<file path="config.mk">
export PLATFORM = sky130hd
export DESIGN_NAME = fp_mul_arbiter
export DESIGN_NICKNAME = d
export VERILOG_FILES = /design/src/rtl/fp_mul_arbiter.sv
export SDC_FILE = /design/constraint.sdc
export NUM_CORES = 1
export LEC_CHECK = 0
export CAP_MARGIN = 20
export CORE_ASPECT_RATIO = 1.2
export CORE_MARGIN = 2
export CORE_UTILIZATION = 25
export DETAILED_ROUTE_END_ITERATION = 12
export GPL_ROUTABILITY_DRIVEN = 0
export PLACE_DENSITY = 0.56
export SLEW_MARGIN = 15
export SYNTH_ARGS = -nofsm -noshare
export SYNTH_HDL_FRONTEND = slang
export SYNTH_SLANG_ARGS = --single-unit
</file>
<file path="constraint.sdc">
create_clock -name clk -period 4.3 [get_ports clk]
set_clock_uncertainty 0.05 [all_clocks]
set_input_delay 0.43 -clock clk [delete_from_list [all_inputs] [get_ports clk]]
set_output_delay 0.43 -clock clk [all_outputs]
set_load 0.01 [all_outputs]
</file>
<file path="src/rtl/fp_mul_arbiter.sv">
// Round-robin arbiter sharing one combinational FP multiplier among NREQ requesters,
// with credit-based flow control into a FWFT result FIFO. Optional stall counter: FPMUL_ARB_STATS_EN.
module fp_mul_arbiter #(
    parameter int NREQ  = 4,
    parameter int DEPTH = 4
) (
    input  logic                    clk,
    input  logic                    rst_n,
    input  logic [NREQ-1:0]         req_valid,
    input  logic [32*NREQ-1:0]      req_a,
    input  logic [32*NREQ-1:0]      req_b,
    output logic [NREQ-1:0]         req_ready,
    output logic [31:0]             mul_a,
    output logic [31:0]             mul_b,
    input  logic [31:0]             mul_prod,
    input  logic                    mul_exc,
    input  logic                    mul_ovf,
    input  logic                    mul_unf,
    output logic                    rsp_valid,
    input  logic                    rsp_ready,
    output logic [$clog2(NREQ)-1:0] rsp_id,
    output logic [31:0]             rsp_prod,
    output logic [2:0]              rsp_flags
`ifdef FPMUL_ARB_STATS_EN
    ,
    output logic [15:0]             stall_cnt
`endif
);
    localparam int IDW = $clog2(NREQ);
    localparam int CW  = $clog2(DEPTH + 1);
    localparam int PW  = (DEPTH > 1) ? $clog2(DEPTH) : 1;

    typedef struct packed {
        logic [IDW-1:0] id;
        logic [31:0]    prod;
        logic [2:0]     flags;
    } entry_t;

    logic [CW-1:0]  credit;
    logic [IDW-1:0] last;
    logic [IDW-1:0] grant_idx;
    logic [IDW-1:0] cand;
    logic           grant_any;
    logic           in_flight;
    logic [IDW-1:0] issue_id;
    logic           pop;

    entry_t         mem [DEPTH];
    entry_t         head;
    logic [PW-1:0]  wr_ptr;
    logic [PW-1:0]  rd_ptr;
    logic [CW-1:0]  count;

    function automatic logic [PW-1:0] wrap_inc(input logic [PW-1:0] p);
        return (p == PW'(DEPTH - 1)) ? '0 : p + 1'b1;
    endfunction

    // First valid requester after the last grant; nothing is offered without a free credit.
    always_comb begin
        grant_any = 1'b0;
        grant_idx = '0;
        cand      = '0;
        req_ready = '0;
        for (int k = 1; k <= NREQ; k++) begin
            cand = IDW'((int'(last) + k) % NREQ);
            if (!grant_any && credit != '0 && req_valid[cand]) begin
                grant_any = 1'b1;
                grant_idx = cand;
            end
        end
        if (grant_any)
            req_ready[grant_idx] = 1'b1;
    end

    always_ff @(posedge clk or negedge rst_n) begin
        if (!rst_n) begin
            last      <= IDW'(NREQ - 1);
            mul_a     <= '0;
            mul_b     <= '0;
            issue_id  <= '0;
            in_flight <= 1'b0;
            credit    <= CW'(DEPTH);
        end else begin
            in_flight <= grant_any;
            credit    <= credit - CW'(grant_any) + CW'(pop);
            if (grant_any) begin
                last     <= grant_idx;
                issue_id <= grant_idx;
                mul_a    <= req_a[32*int'(grant_idx) +: 32];
                mul_b    <= req_b[32*int'(grant_idx) +: 32];
            end
        end
    end

    assign rsp_valid = (count != '0);
    assign pop       = rsp_valid & rsp_ready;
    assign head      = mem[rd_ptr];
    assign rsp_id    = rsp_valid ? head.id    : '0;
    assign rsp_prod  = rsp_valid ? head.prod  : '0;
    assign rsp_flags = rsp_valid ? head.flags : '0;

    // Storage carries no reset so it maps onto plain RAM; validity lives in count.
    always_ff @(posedge clk) begin
        if (in_flight)
            mem[wr_ptr] <= '{id: issue_id, prod: mul_prod, flags: {mul_exc, mul_ovf, mul_unf}};
    end

    always_ff @(posedge clk or negedge rst_n) begin
        if (!rst_n) begin
            wr_ptr <= '0;
            rd_ptr <= '0;
            count  <= '0;
        end else begin
            if (in_flight)
                wr_ptr <= wrap_inc(wr_ptr);
            if (pop)
                rd_ptr <= wrap_inc(rd_ptr);
            count <= count + CW'(in_flight) - CW'(pop);
        end
    end

    always_ff @(posedge clk) begin
        if (rst_n && in_flight)
            assert (!(count == CW'(DEPTH) && !pop))
                else $error("result written into a full FIFO");
    end

`ifdef FPMUL_ARB_STATS_EN
    always_ff @(posedge clk or negedge rst_n) begin
        if (!rst_n)
            stall_cnt <= '0;
        else if (|req_valid && credit == '0 && stall_cnt != 16'hFFFF)
            stall_cnt <= stall_cnt + 16'd1;
    end
`endif
endmodule

</file>
==> metrics, run 1 <==
status=complete, no violations; area leader, netlist=edfxtp_1; RSZ-0062 raised after global routing=false; Initial Util=25.2%; crit path cell chain=or3_1 > o41ai_4 > buf_4 > a21oi_4 > and2_1 > clkdlybuf4s50_1; initial antenna violation count=2; mapped cell area=11,000 sq um; Final setup viols=0; synth warn=0; slowest cell on the critical path=clkdlybuf4s50_1; Fillers=4,224; grt ovf=0; Final Hold Vio Count=0; CP required=3820 ps; synthesized flop and latch total=227; Pins Over Slew Limit=0; Worst Setup SP=credit[1]; R2R Path Start=count[1]; Top FF cell, synth=edfxtp_1; FF/Latch Area=6430 sq um; drt wl/cell=20.6 microns; Die Wd=195 microns; Startpoint Class=flop; Layout Nets=1,486; ant diodes=0; reg2reg setup slack=1510 ps; Via density=4.80; CTS tree=yes; core footprint=43,600 sq um; cell count after synthesis=803; most frequent cells in the layout=clkdlybuf4s50_1 (402), edfxtp_1 (148), dfrtp_1 (74); sequential share of the synthesized area=58.5%; Setup Buffers After CTS=0; fin cells=1,756; kind of critical path=flop to output pin; final wirelength=36,100 microns; IO Port Bufs=403; Fin Hold WS=425 ps; DR pass1 iterations=4; maximum fanout along the worst path=40; DP Area=15,600 sq um; R2R cell count=11; DRC=0; vias in the first global route=8,753; global-route wire length before repair=53,300 microns; Setup TNS=0 ps; unique cell type count in the Yosys netlist=38; clk sinks=227; Final HPWL DP=24,600 microns; worst hold path class=primary input to asynchronous set/reset pin; die area=45,700 sq um; Setup crit end kind=output pin; Slew HR=28.4%; layout cells sized above 1=9.52%; # IOs=404; root buffer cell=clkbuf_16; Reg2Reg Capture Point=count[2]; min Tclk post-route=3320 ps; die height=234 microns; FP Rows=84; via count=8,429; worst path arrival time=2840 ps; Tcrit/Tclk final=77.1%; Layout area overhead=51.1%; Max Freq=302 MHz; delay-heaviest family, CP=buffers and inverters; syn_nets=1,112; Synth top area share=40.4%; Post-Layout Inst Area=16,600 sq um; worst skew pair latency=530 ps; Syn Area/Cell=13.7 sq um; max incr delay on CP=510 ps; H-tree levels=1; LEAKAGE=6.07 nW; CP Buf/Inv Count=2; drt first-iter violations=357; pwr/cell area=705 nW/um^2; max-cap violation count=0; top cells by area, synth=edfxtp_1 (40%), dfrtp_1 (17%), mux4_2 (7.6%); largest net degree at the start of global routing=71; maximum VDD drop=0.328 mV; total track usage=15.3%; Placed Cells=1,706; Clock Tree Buf Depth=3; Post-synth EDFFs=148; CTS Buf Count=26; worst slew pin tran=1070 ps; Clock transition at path regs=60 ps; Routed Antenna Nets=0; Multi-input gate area=4270 sq um; commonest non-fill, non-tap cell in the layout=clkdlybuf4s50_1; share of flip-flops with an asynchronous set or reset=34.8%
## cell usage after synthesis (all sizes together), types with 35 or more instances
library cell / n
o211ai: 35
nand4: 35
a21bo: 35
mux4: 37
nand2: 47
o31ai: 35
dfrtp: 76
and2: 42
clkbuf: 41
mux2i: 64
edfxtp: 148
a211oi: 58
## sequential cells by signal, summed over array words and instances, names as in the netlist
signal     count
credit         3
rd_ptr         2
mem          148
mul_a         32
mul_b         32
issue_id       2
in_flight      1
last           2
wr_ptr         2
count          3
## logic make-up after synthesis
logic type	count (synthesis)	share of synthesized area [%]
flops	227	58.5
simple gates	197	10.1
compound gates	176	12.8
mux	102	13.5
buf+inv	86	3.43
fa+ha+maj	11	1.39
xor+xnor	4	0.319
## stage by stage
stage               utilization [%]  worst slack [ps]  power [mW]
floorplan                         -              1760        6.76
global placement               35.8              1100        9.36
detailed placement             35.8              1070        9.44
CTS                            38.0               896        11.9
global route                   38.1               800        12.4
finish                         38.1               984        11.7
## layer usage
metal / track usage, % / share of wire [%]
met3: 3.90 / 7.0
met2: 27.4 / 51
met5: 0 / 0.075
met4: 3.89 / 2.2
met1: 18.3 / 40
## area by class of cell
class                      instances  share of cell area, %
sequential                       227                   38.7
multi-input combinational        490                   25.7
tap                              559                   4.21
clock buffer                      34                   4.29
timing repair buffer             421                   25.5
clock inverter                    14                   1.36
inverter                          11                  0.249
## report_power, final
| part | switching, mW | internal [mW] | leakage (nW) | total (mW) |
|---|---|---|---|---|
| Clock | 0.893 | 1.52 | 0.451 | 2.42 |
| Combinational | 2.67 | 2.83 | 3.32 | 5.50 |
| Sequential | 0.455 | 3.33 | 2.30 | 3.78 |
## what timing repair did
| action | in CTS | in global routing |
|---|---|---|
| hold endpoints to repair | 44 | 0 |
| gates resized for setup | 0 | 0 |
| hold buffers | 1 | 0 |
## worst max path at each step
stage | slack [ps] | cells past startpoint | to
after floorplan | 1760 | 10 | credit[2]
after global placement | 1100 | 6 | req_ready[2]
after detailed placement | 1070 | 6 | req_ready[3]
after CTS | 900 | 4 | rsp_prod[25]
after global routing | 800 | 4 | rsp_prod[25]
final | 980 | 6 | req_ready[0]
Note: power is estimated with default switching activity, not from simulation.
==> run 2: changes to the inputs <==
clock period = 3.1 ns   (was 4.3 ns; I/O delays follow)
==> metrics, run 2 (synthesis gave the netlist of run 1 again) <==
worst hold path class=primary input to asynchronous set/reset pin; largest net degree at the start of global routing=66 (-7.0%); DR pass1 iterations=4 (unchanged); Max Freq=330 MHz; grt ovf=0 (unchanged); Clock transition at path regs=60 ps (about the same); global-route wire length before repair=54,000 microns (+1.2%); layout cells sized above 1=11.0% (+1.5 points); Setup Buffers After CTS=0 (unchanged); Via density=4.79 (-0.24%); Final setup viols=0 (unchanged); CP Depth=4 (-2); Power, Total=16.1 mW (+38%); R2R cell count=6 (-5); Reg2Reg Capture Point=mul_b[15]; R2R Path Start=last[0]; max incr delay on CP=630 ps (+120 ps); worst skew pair latency=530 ps (about the same); Startpoint Class=flop; Layout Nets=1,504 (+1.2%); H-tree levels=1 (unchanged); delay-heaviest family, CP=simple AND/OR/NAND/NOR gates; DRC=0 (unchanged); total track usage=15.4% (+0.15 points); clk sinks=227 (unchanged); Worst Setup SP=last[0]; min Tclk post-route=3030 ps; ant diodes=0 (unchanged); drt first-iter violations=273 (-24%); Initial Util=25.2% (unchanged); core footprint=43,600 sq um (unchanged); via count=8,490 (+0.72%); Clock Tree Buf Depth=3 (unchanged); CTS Buf Count=26 (unchanged); RSZ-0062 raised after global routing=false; maximum VDD drop=0.382 mV (+17%); crit path cell chain=and2b_1 > or3b_4 > a21oi_1 > clkdlybuf4s50_1; Setup crit end kind=output pin; Layout area overhead=51.9%; Final HPWL DP=25,600 microns (+4.3%); Fillers=4,206 (-0.43%); die height=234 microns (unchanged); CP Buf/Inv Count=1 (-1); reg2reg setup slack=570 ps (-940 ps); # IOs=404 (unchanged); LEAKAGE=6.16 nW (+1.5%); max-cap violation count=0 (unchanged); IO Port Bufs=403 (unchanged); critical path capture point=req_ready[1]; vias in the first global route=8,973 (+2.5%); largest registers=mem (148), mul_a (32), mul_b (32); CTS tree=yes; commonest non-fill, non-tap cell in the layout=clkdlybuf4s50_1; most frequent cells in the layout=clkdlybuf4s50_1 (401), edfxtp_1 (148), dfrtp_1 (74); Die Wd=195 microns (unchanged); slowest cell on the critical path=clkdlybuf4s50_1; initial antenna violation count=3 (+1); drt wl/cell=20.5 microns (-0.43%); Setup TNS=0 ps (unchanged); Slew HR=59.5% (+31 points); kind of critical path=flop to output pin; Fin Hold WS=240 ps (-185 ps); final wirelength=36,300 microns (+0.54%); Largest register FFs=148 (unchanged); pwr/cell area=966 nW/um^2 (+37%); Largest Register=mem; die area=45,700 sq um (unchanged); status=complete, no violations; CP required=2740 ps (-1080 ps); Routed Antenna Nets=0 (unchanged); Pins Over Slew Limit=0 (unchanged); Final Hold Vio Count=0 (unchanged); FP Rows=84 (unchanged); worst path arrival time=2670 ps (-170 ps); root buffer cell=clkbuf_16; worst slew pin tran=608 ps (-466 ps); Tcrit/Tclk final=97.8%; Multi-input gate area=4270 sq um (unchanged); maximum fanout along the worst path=3 (-93%); FF/Latch Area=6430 sq um (about the same)
run 2: cell count changes in the layout (fill, tap and decap cells not counted), sizes merged:
| cell | change |
|---|---|
| buf | +18 |
| clkinv | +4 |
| bufinv | -3 |
| clkbuf | -3 |
| clkdlybuf4s50 | -1 |
| dlymetal6s2s | +1 |
| inv | +1 |
run 2: power by group:
group / internal [mW] / total, mW / switching, mW
Clock: 1.85 / 3.10 / 1.25
Combinational: 4.04 / 7.91 / 3.87
Sequential: 4.62 / 5.12 / 0.507
Total: 10.5 / 16.1 / 5.63
run 2: layout make-up:
class                           instances  area share [%]
Clock buffer                           31            4.14
Clock inverter                         16            1.04
Inverter                               11           0.247
Multi-Input combinational cell        490            25.6
Sequential cell                       227            38.5
Tap cell                              559            4.19
Timing Repair Buffer                  439            26.3
run 2: worst min-delay path by stage:
stage          start        end  cells past startpoint
2_1_floorplan  rst_n   count[0]                      0
3_3_place_gp   rst_n   mul_b[3]                      1
3_5_place_dp   rst_n   mul_b[4]                      1
4_1_cts        rst_n   mul_b[6]                      2
5_1_grt        rst_n   mul_b[6]                      2
6_report       rst_n  mul_b[10]                      2
run 2: worst register-to-register path, cell delays in order (launching register included):
cell	delay [ps]
dfstp_2	550
and2b_1	230
or3b_4	430
a21oi_4	130
buf_4	370
buf_4	450
a211oi_1	170
run 2: routing by layer:
| metal | up-vias | GRT usage (%) | wire length [microns] |
|---|---|---|---|
| met1 | 4150 | 18.5 | 14600 |
| met5 | - | 0 | 27 |
| li1 | 3923 | - | - |
| met4 | 4 | 6.27 | 1390 |
| met3 | 72 | 4.11 | 2710 |
| met2 | 341 | 26.4 | 17500 |
run 2: what timing repair did:
item	CTS	global route
endpoints found under the hold margin	29	0
resized for setup	0	2
hold buffers	1	0
setup endpoints to repair	0	13
run 2: per-stage QoR:
stage	worst slack, ps	util, %	instance area, sq um	instances
after detailed placement	156	36.3	15800	1725
after global routing	15.5	38.3	16700	1773
after global placement	205	36.3	15800	1725
after CTS	16.0	38.3	16700	1773
after floorplan	572	-	11000	803
final	67.2	38.3	16700	1773
